[src/rtl/ysyx_22040088_pkg.sv]
`default_nettype none
// ============================================================================
// Module      : ysyx_22040088_pkg
// Description : Shared operand-select bit positions, select widths and a
//               one-hot helper used by the operand-select stage.
// Revision    : 1.0 - initial release
// ============================================================================
package ysyx_22040088_pkg;

    localparam int SEL1_W    = 3;
    localparam int SEL2_W    = 5;

    localparam int SEL1_RS1  = 0;
    localparam int SEL1_PC   = 1;
    localparam int SEL1_ZERO = 2;

    localparam int SEL2_RS2  = 0;
    localparam int SEL2_IMMI = 1;
    localparam int SEL2_IMMU = 2;
    localparam int SEL2_FOUR = 3;
    localparam int SEL2_IMMS = 4;

    typedef logic [SEL1_W-1:0] sel1_t;
    typedef logic [SEL2_W-1:0] sel2_t;

    // Exactly one bit set: non-zero and clearing the lowest set bit leaves zero.
    function automatic logic is_onehot(input logic [7:0] v);
        return (v != 8'd0) && ((v & (v - 8'd1)) == 8'd0);
    endfunction

endpackage
`default_nettype wire

[src/rtl/ysyx_22040088_fwd_unit.sv]
`default_nettype none
// ============================================================================
// Module      : ysyx_22040088_fwd_unit
// Description : Register-operand bypass select; EX result beats MEM result,
//               and register x0 is never bypassed.
// Revision    : 1.0 - initial release
// ============================================================================
module ysyx_22040088_fwd_unit #(
    parameter int XLEN = 64,
    parameter int IDXW = 5
) (
    input  logic [IDXW-1:0] rs,
    input  logic [XLEN-1:0] rdata,
    input  logic            ex_wen,
    input  logic [IDXW-1:0] ex_rd,
    input  logic [XLEN-1:0] ex_data,
    input  logic            mem_wen,
    input  logic [IDXW-1:0] mem_rd,
    input  logic [XLEN-1:0] mem_data,
    output logic [XLEN-1:0] fwd_data
);

    logic w_rs_nz;
    logic w_ex_hit;
    logic w_mem_hit;

    assign w_rs_nz   = (rs != '0);
    assign w_ex_hit  = w_rs_nz && ex_wen  && (ex_rd  == rs);
    assign w_mem_hit = w_rs_nz && mem_wen && (mem_rd == rs);

    always_comb begin
        fwd_data = rdata;
        if (w_ex_hit) begin
            fwd_data = ex_data;
        end else if (w_mem_hit) begin
            fwd_data = mem_data;
        end
    end

endmodule
`default_nettype wire

[src/rtl/ysyx_22040088_opsel_stage.sv]
`default_nettype none
// ============================================================================
// Module      : ysyx_22040088_opsel_stage
// Description : Operand-select pipeline stage: bypasses rs1/rs2, builds ALU
//               sources through AND-OR muxes and registers them behind a
//               valid/ready handshake.
// Revision    : 1.0 - initial release
// ============================================================================
module ysyx_22040088_opsel_stage
    import ysyx_22040088_pkg::*;
#(
    parameter int XLEN = 64,
    parameter int NREG = 32
) (
    input  logic                    clk,
    input  logic                    rst_n,
    input  logic                    in_valid,
    output logic                    in_ready,
    input  logic [XLEN-1:0]         in_pc,
    input  logic [XLEN-1:0]         in_rdata1,
    input  logic [XLEN-1:0]         in_rdata2,
    input  logic [XLEN-1:0]         in_immI,
    input  logic [XLEN-1:0]         in_immU,
    input  logic [XLEN-1:0]         in_immS,
    input  logic [$clog2(NREG)-1:0] in_rs1,
    input  logic [$clog2(NREG)-1:0] in_rs2,
    input  logic [SEL1_W-1:0]       in_sel1,
    input  logic [SEL2_W-1:0]       in_sel2,
    input  logic                    fwd_ex_wen,
    input  logic [$clog2(NREG)-1:0] fwd_ex_rd,
    input  logic [XLEN-1:0]         fwd_ex_data,
    input  logic                    fwd_mem_wen,
    input  logic [$clog2(NREG)-1:0] fwd_mem_rd,
    input  logic [XLEN-1:0]         fwd_mem_data,
    input  logic                    flush,
    output logic                    out_valid,
    input  logic                    out_ready,
    output logic [XLEN-1:0]         out_src1,
    output logic [XLEN-1:0]         out_src2,
    output logic [XLEN-1:0]         out_store_data,
    output logic                    out_sel_err
);

    localparam int IDXW = $clog2(NREG);
    localparam logic [XLEN-1:0] c_four = XLEN'(4);

    logic            r_valid;
    logic [XLEN-1:0] r_src1;
    logic [XLEN-1:0] r_src2;
    logic [XLEN-1:0] r_store_data;
    logic            r_sel_err;

    logic [XLEN-1:0] w_rs1_val;
    logic [XLEN-1:0] w_rs2_val;
    logic [XLEN-1:0] w_src1;
    logic [XLEN-1:0] w_src2;
    logic            w_sel_err;
    logic            w_capture;

    ysyx_22040088_fwd_unit #(
        .XLEN (XLEN),
        .IDXW (IDXW)
    ) u_fwd_rs1 (
        .rs       (in_rs1),
        .rdata    (in_rdata1),
        .ex_wen   (fwd_ex_wen),
        .ex_rd    (fwd_ex_rd),
        .ex_data  (fwd_ex_data),
        .mem_wen  (fwd_mem_wen),
        .mem_rd   (fwd_mem_rd),
        .mem_data (fwd_mem_data),
        .fwd_data (w_rs1_val)
    );

    ysyx_22040088_fwd_unit #(
        .XLEN (XLEN),
        .IDXW (IDXW)
    ) u_fwd_rs2 (
        .rs       (in_rs2),
        .rdata    (in_rdata2),
        .ex_wen   (fwd_ex_wen),
        .ex_rd    (fwd_ex_rd),
        .ex_data  (fwd_ex_data),
        .mem_wen  (fwd_mem_wen),
        .mem_rd   (fwd_mem_rd),
        .mem_data (fwd_mem_data),
        .fwd_data (w_rs2_val)
    );

    // Malformed selects OR their sources together rather than prioritising,
    // so the zero select needs no term of its own.
    assign w_src1 = ({XLEN{in_sel1[SEL1_RS1]}} & w_rs1_val)
                  | ({XLEN{in_sel1[SEL1_PC]}}  & in_pc);

    assign w_src2 = ({XLEN{in_sel2[SEL2_RS2]}}  & w_rs2_val)
                  | ({XLEN{in_sel2[SEL2_IMMI]}} & in_immI)
                  | ({XLEN{in_sel2[SEL2_IMMU]}} & in_immU)
                  | ({XLEN{in_sel2[SEL2_FOUR]}} & c_four)
                  | ({XLEN{in_sel2[SEL2_IMMS]}} & in_immS);

    assign w_sel_err = !is_onehot({{(8-SEL1_W){1'b0}}, in_sel1})
                    || !is_onehot({{(8-SEL2_W){1'b0}}, in_sel2});

    assign in_ready  = !r_valid || out_ready;
    assign w_capture = in_valid && in_ready && !flush;

    always_ff @(posedge clk or negedge rst_n) begin
        if (!rst_n) begin
            r_valid      <= 1'b0;
            r_src1       <= '0;
            r_src2       <= '0;
            r_store_data <= '0;
            r_sel_err    <= 1'b0;
        end else if (flush) begin
            r_valid <= 1'b0;
        end else if (w_capture) begin
            r_valid      <= 1'b1;
            r_src1       <= w_src1;
            r_src2       <= w_src2;
            r_store_data <= w_rs2_val;
            r_sel_err    <= w_sel_err;
        end else if (out_ready) begin
            r_valid <= 1'b0;
        end
    end

    assign out_valid      = r_valid;
    assign out_src1       = r_src1;
    assign out_src2       = r_src2;
    assign out_store_data = r_store_data;
    assign out_sel_err    = r_sel_err;

endmodule
`default_nettype wire
[config.mk]
export PLATFORM = sky130hd
export DESIGN_NAME = ysyx_22040088_opsel_stage
export DESIGN_NICKNAME = d
export VERILOG_FILES = /design/src/rtl/ysyx_22040088_pkg.sv /design/src/rtl/ysyx_22040088_fwd_unit.sv /design/src/rtl/ysyx_22040088_opsel_stage.sv
export SDC_FILE = /design/constraint.sdc
export NUM_CORES = 1
export LEC_CHECK = 0
export ABC_CLOCK_PERIOD_IN_PS = 1550
export CAP_MARGIN = 10
export CELL_PAD_IN_SITES_DETAIL_PLACEMENT = 0
export CELL_PAD_IN_SITES_GLOBAL_PLACEMENT = 1
export CORE_AREA = 5 5 284 286
export DETAILED_ROUTE_END_ITERATION = 6
export DIE_AREA = 0 0 289 291
export MAX_ROUTING_LAYER = met4
export PLACE_DENSITY_LB_ADDON = 0.25
export RECOVER_POWER = 25
export SYNTH_ARGS = -nofsm -noshare
export SYNTH_HDL_FRONTEND = slang
export SYNTH_HIERARCHICAL = 1
export SYNTH_SLANG_ARGS = --single-unit
[constraint.sdc]
create_clock -name clk -period 1.55 [get_ports clk]
set_clock_uncertainty 0.05 [all_clocks]
set_input_delay 0.3875 -clock clk [delete_from_list [all_inputs] [get_ports clk]]
set_output_delay 0.3875 -clock clk [all_outputs]
set_load 0.03 [all_outputs]
Word-level counts from Yosys, hierarchy flattened
Cells that the tools add are included.
{"block": "word_totals", "register_bits": 194, "wordCells": 58, "input_bits": 547}
{"block": "op_classes", "n_reduce_logical": 26, "n_eq_ne": 4, "add_sub_neg": 2, "muxes": 7, "bitwise_logic": 14}
{"operator": "64-bit AND", "count": 6}
{"operator": "64-bit 2-to-1 mux", "count": 4}
{"operator": "64-bit bitwise OR", "count": 4}
{"operator": "64-bit by 3-bit bitwise OR with 64-bit output", "count": 1}
{"operator": "5-bit equality test", "count": 4}
{"operator": "8-bit zero test", "count": 2}
{"operator": "5-bit nonzero test", "count": 3}
{"operator": "1-bit logical AND", "count": 12}
{"operator": "3-bit by 8-bit AND with 8-bit output", "count": 1}
{"operator": "5-bit by 8-bit AND with 8-bit output", "count": 1}
{"operator": "3-bit nonzero test", "count": 2}
{"operator": "5-bit by 1-bit subtractor with 6-bit output, second input constant", "count": 1}
{"operator": "1-bit zero test", "count": 4}
{"operator": "3-bit by 1-bit subtractor with 4-bit output, second input constant", "count": 1}
{"operator": "1-bit 2-to-1 mux", "count": 3}
{"operator": "1-bit logical OR", "count": 2}
{"operator": "2-bit AND reduction", "count": 1}
{"operator": "1-bit inverter", "count": 1}

Logic depth before layout (Yosys ltp)
Gate-level depths: netlist of run 1.
{"block": "logic_depth", "depth_word": 10, "ltp_mapped": 8, "depth_no_buf": 6}

Modules after synthesis
The synthesis of run 1 kept the hierarchy.
{"module": "ysyx_22040088_opsel_stage", "n_inst": 1, "seq_area_each_um2": 4854.7, "cells_each": 797, "area_each_um2": 8659.6}
{"module": "ysyx_22040088_fwd_unit", "n_inst": 2, "seq_area_each_um2": 0.0, "cells_each": 321, "area_each_um2": 1760.4}

Worst setup path after synthesis of run 1
Ideal clock, no wire load.
{"block": "synth_path", "path_type": "input -> register", "startpoint": "in in_rs2[1]", "endpoint": "reg r_src2[2], in the netlist out_src2[2]", "path_slack_ns": -0.675, "setup_time_ns": 0.136, "t_required_ns": 1.364, "cell_stages": 8, "arrival_ns": 2.040, "path_cell_list": "or4_4 > o211ai_2 > or2_2 > buf_4 > buf_2 > a31oi_1 > a222oi_1 > a31oi_1"}
{"block": "synth_via", "elab_chain_len": 10, "word_cells_on_any_way": 14, "cone_classes": "2 x eq/ne; 2 x mux; 5 x bitwise; 5 x reduce/logical"}
{"item": "start, declared", "line_no": "ysyx_22040088_opsel_stage.sv:26", "source": "input logic [$clog2(NREG)-1:0] in_rs2,"}
{"item": "5-bit nonzero test", "line_no": "ysyx_22040088_fwd_unit.sv:27", "source": "assign w_rs_nz = (rs != '0);"}
{"item": "1-bit logical AND (2 in a row)", "line_no": "ysyx_22040088_fwd_unit.sv:29", "source": "assign w_mem_hit = w_rs_nz && mem_wen && (mem_rd == rs);"}
{"item": "64-bit 2-to-1 mux", "line_no": "ysyx_22040088_fwd_unit.sv:35", "source": "end else if (w_mem_hit) begin"}
{"item": "64-bit 2-to-1 mux (*)", "line_no": "ysyx_22040088_fwd_unit.sv:33", "source": "if (w_ex_hit) begin"}
{"item": "net w_rs2_val[2]", "line_no": "ysyx_22040088_opsel_stage.sv:54", "source": "logic [XLEN-1:0] w_rs2_val;"}
{"item": "64-bit AND (*)", "line_no": "ysyx_22040088_opsel_stage.sv:95", "source": "assign w_src2 = ({XLEN{in_sel2[SEL2_RS2]}} & w_rs2_val)"}
{"item": "64-bit bitwise OR (*)", "line_no": "ysyx_22040088_opsel_stage.sv:96", "source": "| ({XLEN{in_sel2[SEL2_IMMI]}} & in_immI)"}
{"item": "64-bit bitwise OR (*)", "line_no": "ysyx_22040088_opsel_stage.sv:97", "source": "| ({XLEN{in_sel2[SEL2_IMMU]}} & in_immU)"}
{"item": "64-bit by 3-bit bitwise OR with 64-bit output (*)", "line_no": "ysyx_22040088_opsel_stage.sv:98", "source": "| ({XLEN{in_sel2[SEL2_FOUR]}} & c_four)"}
{"item": "64-bit bitwise OR (*)", "line_no": "ysyx_22040088_opsel_stage.sv:99", "source": "| ({XLEN{in_sel2[SEL2_IMMS]}} & in_immS);"}
{"item": "end signal, assigned", "line_no": "ysyx_22040088_opsel_stage.sv:119", "source": "r_src2 <= w_src2;"}
{"item": "end, declared", "line_no": "ysyx_22040088_opsel_stage.sv:49", "source": "logic [XLEN-1:0] r_src2;"}
The timed path passes the listed nets; every way through them passes the cells marked *.
A chain may end at the register's enable or synchronous reset.

Worst setup path in the final report of run 1
{"block": "layout_path", "startpoint": "in in_rs2[1]", "endpoint": "reg r_src2[14], in the netlist out_src2[14]"}
Same word-level chain as after synthesis.

==> results by group, run 1 <==
Status
  • Status: finished with violations
  • Violated checks: negative setup slack

Synth
  • Mean Syn Cell Area: about 8.5 um^2
  • Synth warn: 6
  • Largest cells by area after synthesis: dfrtp_1 (40%), a22oi_1 (12%), a31oi_1 (9.9%)
  • Seq/Total Area, Yosys: 39.9%
  • Post-synth top area share: between 30% and 40%
  • Synth cell types: 30
  • Mapped Cells: between 1000 and 1500
  • Post-synthesis cell area: 0.0122 mm^2
  • Cell taking the most area after synthesis: dfrtp_1
  • Post-Syn Nets: slightly below 2000
  • Post-synthesis register bit count: approximately 190

STA
  • Slew headroom: approximately 38%
  • Tmin final: a little over 2 ns
  • Worst slew pin tran: between 0.9 and 1 ns
  • Final slew viol count: 0
  • RSZ-0062 raised after global routing: yes
  • Fin. Hold Viols: 0
  • Worst setup slack after layout: -0.508 ns
  • FMAX: about 0.49 GHz
  • Final Cycle Share: 133%
  • Endpoints failing setup: 200

Critical path
  • Setup CP Type: in -> reg
  • Critical Path Fanout Max: 24
  • CP required: ~1.9 ns
  • Worst EP arrival: ~2.4 ns
  • CP most frequent cell: a31oi_1
  • Crit-path cells: buf_6, or4_4, o211ai_4, buf_4, buf_12, nor3_1, a31oi_1, a22oi_1, a31oi_1
  • CP max stage delay: about 0.6 ns
  • Crit path max-delay cell type: or4_4
  • Crit. End Element: flop
  • FF-to-FF End: out_store_data[21]
  • R2R depth: 6
  • R2R Setup Slk: -0.33 ns
  • CP Launch Type: primary input
  • Reg-to-reg startpoint: out_valid

Drt
  • First DRT Iteration DRCs: 1130
  • Via Count: 16900
  • Via density: between 4 and 5
  • DR WL/cell: approximately 29 um
  • DRC: 0
  • Number of nets with antenna violations after routing: 0
  • Drt total wl: 99800 um
  • First-pass DRT Iterations: 7

GRT
  • Global-route wire length before repair: between 100000 and 150000 um
  • Total grt overflow: 0
  • Initial antenna violation count: 18
  • Vias in the first global route: about 17000
  • Pin count of the biggest net entering global routing: ~40
  • Total Routing Usage GR: a little over a fifth

Placement
  • Port buffer count: 741
  • Placement Setup Slack: -1.50 ns
  • Dpl cells: around 3300
  • Post-DP HPWL: about 70000 um
  • Gpl congestion: around 0.9

Clocking
  • Root Buffer: clkbuf_16
  • CTS buffer count: 17
  • Clock sink total: roughly 190
  • Clock buffer depth: 2
  • Skew-Pair Late Insertion Delay: 0.49 ns
  • Clock Pin Slew Worst Setup and Hold Paths: roughly 0.09 ns
  • CTS tree: done
  • CTS H-Tree Depth: 4

Finish
  • Most frequent cells in the layout: clkdlybuf4s50_1 (517), buf_4 (261), dfrtp_1 (181)
  • Fin cells: between 3000 and 4000
  • Most common cell after layout, fill and taps aside: clkdlybuf4s50_1
  • Area grow syn2layout: 129%
  • # nets final: a little under 3000
  • Final core occ: between 30% and 40%
  • Ratio of cells with drive above 1 in the final layout: between 40% and 50%

Die
  • Std-Cell Rows: around 100
  • Number of I/O pins: about 740
  • Initial Utilization: 15.6%
  • Die X: approximately 290 um
  • Die H: a little under 300 um
  • Core area: between 0.07 and 0.08 mm^2
  • Die area: 0.0841 mm^2

Pwr
  • Clock power frac: between 20% and 30%
  • Combinational fraction of design power: 49.6%
  • Cell internal pwr: 14.0 mW
  • Switching power share of the total: between 30% and 40%
  • Flop pwr share: 29.7%
  • Max VDD drop: 605 uV
  • PD cells: ~800 mW/mm^2
  • Leakage: 10.3 nW
  • NetSw: just under 9 mW

Worst hold path
  • Hold Path Cell Cnt: 3
  • HP Start: in_sel2[4]
  • Hold/Removal Path Class: in -> reg
  • Hold EP: out_src2[1]

Job
  • Max Cap Viol: 0
-- metrics by stage --
| step | hold WS (ns) | TNS [ns] | instance area (um^2) | total power [mW] |
|---|---|---|---|---|
| 2_1_floorplan | 0.0419 | -91.08 | 12800 | 10.5 |
| 3_3_place_gp | 0.303 | -247.82 | 23900 | 16.9 |
| 3_5_place_dp | 0.301 | -252.86 | 23900 | 16.9 |
| 4_1_cts | 0.258 | -90.96 | 25500 | 22.0 |
| 5_1_grt | 0.287 | -82.99 | 27900 | 23.7 |
| 6_report | 0.302 | -78.17 | 27900 | 22.9 |
-- Yosys cell counts --
| library cell | count |
|---|---|
| a21oi_1 | 65 |
| a222oi_1 | 2 |
| a22oi_1 | 190 |
| a31oi_1 | 193 |
| and3_1 | 1 |
| and4_1 | 2 |
| buf_1 | 12 |
| buf_2 | 80 |
| buf_4 | 15 |
| clkbuf_1 | 62 |
| clkbuf_2 | 2 |
| dfrtp_1 | 194 |
| inv_1 | 1 |
| mux2_2 | 64 |
| nand3_1 | 128 |
| nand4_1 | 4 |
| nor2_1 | 132 |
| nor2b_2 | 1 |
| nor3_1 | 128 |
| nor3b_4 | 1 |
| nor4_1 | 1 |
| o211a_1 | 2 |
| o211ai_2 | 2 |
| o211ai_4 | 2 |
| o21ai_0 | 106 |
| o21ai_1 | 22 |
| o22ai_1 | 1 |
| or2_2 | 2 |
| or4_4 | 2 |
| xnor2_1 | 22 |
-- registers in the layout, summed over array words and instances (netlist names) --
register / flops
out_src1: 64
out_store_data: 64
out_sel_err: 1
out_valid: 1
out_src2: 64
-- area by class of cell --
| class | instances | area, um^2 |
|---|---|---|
| fill | 7886 | 50200 |
| clock buffer | 19 | 443 |
| antenna | 16 | 40.0 |
| clock inverter | 12 | 124 |
| sequential | 194 | 4870 |
| inverter | 1 | 3.75 |
| multi-input combinational | 1074 | 8930 |
| timing repair buffer | 1102 | 12200 |
| tap | 1050 | 1310 |
-- worst max-delay path by stage --
stage,from,end,slack [ns],cells past startpoint
floorplan,in_rs2[1],out_src2[2],-0.57,8
global placement,in_rs2[4],out_src2[38],-1.50,8
detailed placement,in_rs2[4],out_src2[38],-1.50,8
CTS,in_rs1[2],out_src1[16],-0.47,10
global route,in_rs2[1],out_src2[7],-0.53,11
finish,in_rs2[1],out_src2[14],-0.51,9
-- power by group through the flow --
| stage | Clock [mW] | Combinational [mW] | Sequential [mW] |
|---|---|---|---|
| 2_1_floorplan | 0 | 2.22 | 8.25 |
| 3_3_place_gp | 0 | 10.0 | 6.84 |
| 3_5_place_dp | 0 | 10.1 | 6.85 |
| 4_1_cts | 4.91 | 10.3 | 6.75 |
| 5_1_grt | 5.06 | 11.8 | 6.88 |
| 6_report | 4.75 | 11.4 | 6.79 |
-- timing repair --
| action | CTS | global route |
|---|---|---|
| pin swaps | 137 | 257 |
| setup endpoints to repair | 348 | 354 |
| hold endpoints to repair | 21 | 0 |
| gates cloned | 9 | 17 |
| hold buffers | 1 | 0 |
| gates resized for setup | 352 | 827 |
| setup buffers | 30 | 77 |
-- critical path, delay by kind of cell --
family | cells | cell delay (ns)
AOI/OAI and AO/OA | 4 | 0.87
buffers and inverters | 3 | 0.47
and+or+nand+nor | 2 | 0.65
-- layer usage --
metal / track usage, % / part of all wire [%] / up-vias / wire length (um)
met1: 25.4 / 40 / 8467 / 39900
met2: 36.7 / 50 / 811 / 49700
met3: 5.29 / 7.8 / 118 / 7780
li1: - / - / 7475 / -
met4: 5.61 / 2.5 / 0 / 2470
met5: - / 0 / - / 0
-- cell families (layout without fill, tap and decap cells) --
kind of cell	count (synthesis)	in the layout	synth area share, %
other	0	16	0
XOR/XNOR	22	22	1.58
flip-flops	194	194	39.9
buffers and inverters	172	1134	6.60
AO/OA/AOI/OAI	585	586	30.5
AND/OR/NAND/NOR	402	402	15.6
multiplexers	64	64	5.92
No activity file was read; power rests on OpenSTA's default activity.
==> inputs of run 2 (changes only) <==
--- a/config.mk
+++ b/config.mk
@@ -12,6 +12,7 @@
 export CORE_AREA = 5 5 284 286
 export DETAILED_ROUTE_END_ITERATION = 6
 export DIE_AREA = 0 0 289 291
+export GPL_ROUTABILITY_DRIVEN = 1
 export MAX_ROUTING_LAYER = met4
 export PLACE_DENSITY_LB_ADDON = 0.25
 export RECOVER_POWER = 25
==> results of run 2 <==
Final layout, timing and power as in run 1 (identical DEF).
==> inputs of run 3 (changes only) <==
--- a/config.mk
+++ b/config.mk
@@ -12,10 +12,11 @@
 export CORE_AREA = 5 5 284 286
 export DETAILED_ROUTE_END_ITERATION = 6
 export DIE_AREA = 0 0 289 291
-export GPL_ROUTABILITY_DRIVEN = 1
+export GPL_ROUTABILITY_DRIVEN = 0
 export MAX_ROUTING_LAYER = met4
 export PLACE_DENSITY_LB_ADDON = 0.25
 export RECOVER_POWER = 25
+export REMOVE_ABC_BUFFERS = 1
 export SYNTH_ARGS = -nofsm -noshare
 export SYNTH_HDL_FRONTEND = slang
 export SYNTH_HIERARCHICAL = 1
==> run 3 against run 2 <==
Compared with the run above:
- the run still ends with negative setup slack left
- sequential power is essentially flat
- routed wire length is 4.4% higher
- cell area rose by 0.75%
- hold slack got worse by 0.11 ns
- total power up 1.1%
- largest cell class unchanged
- largest power group unchanged
- highest routed layer unchanged
==> results by group, run 3 (synthesized netlist as in run 1, its figures left out) <==
Clocking
  • Skew-Pair Late Insertion Delay: 0.49 ns (about the same)
  • Clock sink total: 194 (unchanged)
  • CTS tree: done (unchanged)
  • CTS H-Tree Depth: 4 (unchanged)
  • Root Buffer: clkbuf_16 (unchanged)
  • Clock buffer depth: 2 (unchanged)
  • CTS buffer count: 17 (unchanged)
  • Clock Pin Slew Worst Setup and Hold Paths: 0.09 ns (about the same)

Finish
  • Area grow syn2layout: 131% (was 129%)
  • Fin cells: 3442 (was 3468)
  • Filler Cell Count: 7928 (was 7886)
  • # nets final: 2914 (was 2937)
  • Ratio of cells with drive above 1 in the final layout: 39.3% (was 42.3%)
  • Most common cell after layout, fill and taps aside: clkdlybuf4s50_1 (unchanged)
  • Most frequent cells in the layout: clkdlybuf4s50_1 (518), buf_4 (217), dfrtp_1 (183) (was clkdlybuf4s50_1 (517), buf_4 (261), dfrtp_1 (181))
  • Final core occ: 36.0% (was 35.8%)

Critical path
  • CP startpoint: in_rs1[2] (was in_rs2[1])
  • Setup CP Type: in -> reg (unchanged)
  • Critical Path Fanout Max: 8 (was 24)
  • Crit-path cells: buf_6, or4_4, buf_12, o211ai_4, buf_12, buf_6, buf_12, buf_6, o21ai_2, a31oi_1, a22oi_1, a21oi_1 (was buf_6, or4_4, o211ai_4, buf_4, buf_12, nor3_1, a31oi_1, a22oi_1, a31oi_1)
  • Crit. End Element: flop (unchanged)
  • CP max stage delay: 0.57 ns (was 0.59 ns)
  • CP delay by family, top: buffers and inverters (was compound AO/OA/AOI/OAI gates)
  • CP required: 1.92 ns (about the same)
  • Reg-to-reg startpoint: out_valid (unchanged)
  • Worst EP arrival: 2.45 ns (was 2.43 ns)
  • Crit path max-delay cell type: or4_4 (unchanged)
  • CP Launch Type: primary input (unchanged)
  • WP buf/inv: 6 (was 3)

STA
  • Tmin final: 2.09 ns (was 2.06 ns)
  • FMAX: 0.479 GHz (was 0.486 GHz)
  • Final Cycle Share: 135% (was 133%)
  • Slew headroom: 58.4% (was 38.0%)
  • RSZ-0062 raised after global routing: yes (unchanged)
  • Final slew viol count: 0 (unchanged)
  • Worst setup slack after layout: -0.537 ns (was -0.508 ns)
  • Fin. Hold Viols: 0 (unchanged)
  • Worst slew pin tran: 0.623 ns (was 0.930 ns)
  • Hold_ws: 0.189 ns (was 0.302 ns)
  • Setup_tns: -88.85 ns (was -78.17 ns)
  • Endpoints failing setup: 284 (was 200)

Worst hold path
  • HP Start: in_sel2[4] (unchanged)
  • Hold/Removal Path Class: in -> reg (unchanged)

Drt
  • DR WL/cell: 30.3 um (was 28.8 um)
  • Drt total wl: 104000 um (was 99800 um)
  • First DRT Iteration DRCs: 1339 (was 1130)
  • DRC: 0 (unchanged)
  • Via density: 4.98 (was 4.86)
  • First-pass DRT Iterations: 6 (was 7)
  • Number of nets with antenna violations after routing: 0 (unchanged)
  • Via Count: 17100 (was 16900)

Die
  • Std-Cell Rows: 103 (unchanged)
  • Die area: 0.0841 mm^2 (unchanged)
  • Initial Utilization: 15.6% (unchanged)
  • Die H: 291 um (unchanged)
  • Core area: 0.0781 mm^2 (unchanged)
  • Number of I/O pins: 742 (unchanged)
  • Die X: 289 um (unchanged)

Job
  • Max Cap Viol: 0 (unchanged)

Pwr
  • Clock power frac: 20.7% (was 20.8%)
  • Max VDD drop: 581 uV (was 605 uV)
  • Leakage: 10.5 nW (was 10.3 nW)
  • Flop pwr share: 29.3% (was 29.7%)
  • Switching power share of the total: 38.9% (was 38.7%)
  • Combinational fraction of design power: 50.0% (was 49.6%)
  • Cell internal pwr: 14.1 mW (was 14.0 mW)
  • PD cells: 822 mW/mm^2 (was 820 mW/mm^2)
  • NetSw: 9.00 mW (was 8.87 mW)

GRT
  • Pin count of the biggest net entering global routing: 65 (was 41)
  • Initial antenna violation count: 13 (was 18)
  • Total grt overflow: 0 (unchanged)
  • Global-route wire length before repair: 137000 um (was 128000 um)
  • Total Routing Usage GR: 23.4% (was 21.5%)
  • Vias in the first global route: 17700 (was 17300)

Placement
  • Port buffer count: 741 (unchanged)
  • Dpl cells: 3246 (was 3297)
  • Post-DP HPWL: 66600 um (was 71100 um)

Status
  • Status: finished with violations (unchanged)
  • Violated checks: negative setup slack (unchanged)
-- run 3: cell types whose count changed in the layout (fill, tap and decap cells not counted), sizes merged --
cell and change:
o211a -1, diode -4, clkinv +3, buf -31, clkinvlp -2, dlygate4sd2 +6, clkdlybuf4s15 -2, inv -1
clkdlybuf4s50 +1, clkbuf +5
-- run 3: final timing paths --
kind	endpoint	cells after the start	slack, ns
hold reg to reg	out_store_data[57]	1	0.47
max in group asynchronous	out_store_data[61]	4	-0.11
setup reg to reg	out_src2[63]	8	-0.37
min in group asynchronous	out_store_data[44]	2	0.39
setup / recovery	out_src1[28]	12	-0.54
hold / removal	out_src2[18]	3	0.19
-- run 3: timing repair --
| action | CTS | global route |
|---|---|---|
| setup buffers | 55 | 59 |
| hold buffers | 1 | 0 |
| endpoints found under the hold margin | 108 | 0 |
| setup endpoints to repair | 362 | 363 |
| gates resized for setup | 566 | 761 |
| gates cloned | 36 | 15 |
| pin swaps | 249 | 202 |
-- run 3: power groups by stage --
stage                     clock network, mW  registers [mW]  logic (mW)
final                                  4.79            6.79        11.6
after global routing                   5.09            6.87        12.0
after CTS                              4.95            6.73        10.9
after detailed placement                  0            6.81        9.65
after global placement                    0            6.79        9.61
after floorplan                           0            8.26        1.84
-- run 3: area by class of cell --
type,instances,area [um^2],area share (%)
inverters,1,3.75,0.0133
clock inverters,12,124,0.440
repair buffers,1080,12400,44.1
clock buffers,20,447,1.59
multi-input cells,1073,8940,31.8
diodes,12,30.0,0.107
well taps,1050,1310,4.67
flip-flops and latches,194,4870,17.3
-- run 3: worst min-delay path, cell delays in order --
cell	delay, ns
buf_4	0.13
a22oi_2	0.06
a31oi_1	0.12
-- run 3: routing by layer --
| layer | vias up | wire length [um] | GRT usage, % |
|---|---|---|---|
| li1 | 7444 | - | - |
| met1 | 8572 | 42000 | 28.6 |
| met2 | 945 | 49400 | 37.7 |
| met3 | 175 | 8710 | 5.49 |
| met4 | 0 | 4190 | 8.33 |
| met5 | - | 0 | - |
-- run 3: through the flow --
stage          power (mW)  instance area (um^2)  worst slack (ns)
3_3_place_gp         16.4                 22900             -1.37
5_1_grt              24.0                 28100            -0.569
4_1_cts              22.6                 26800            -0.510
2_1_floorplan        10.1                 11400             -6.22
6_report             23.1                 28100            -0.537
3_5_place_dp         16.5                 22900             -1.44
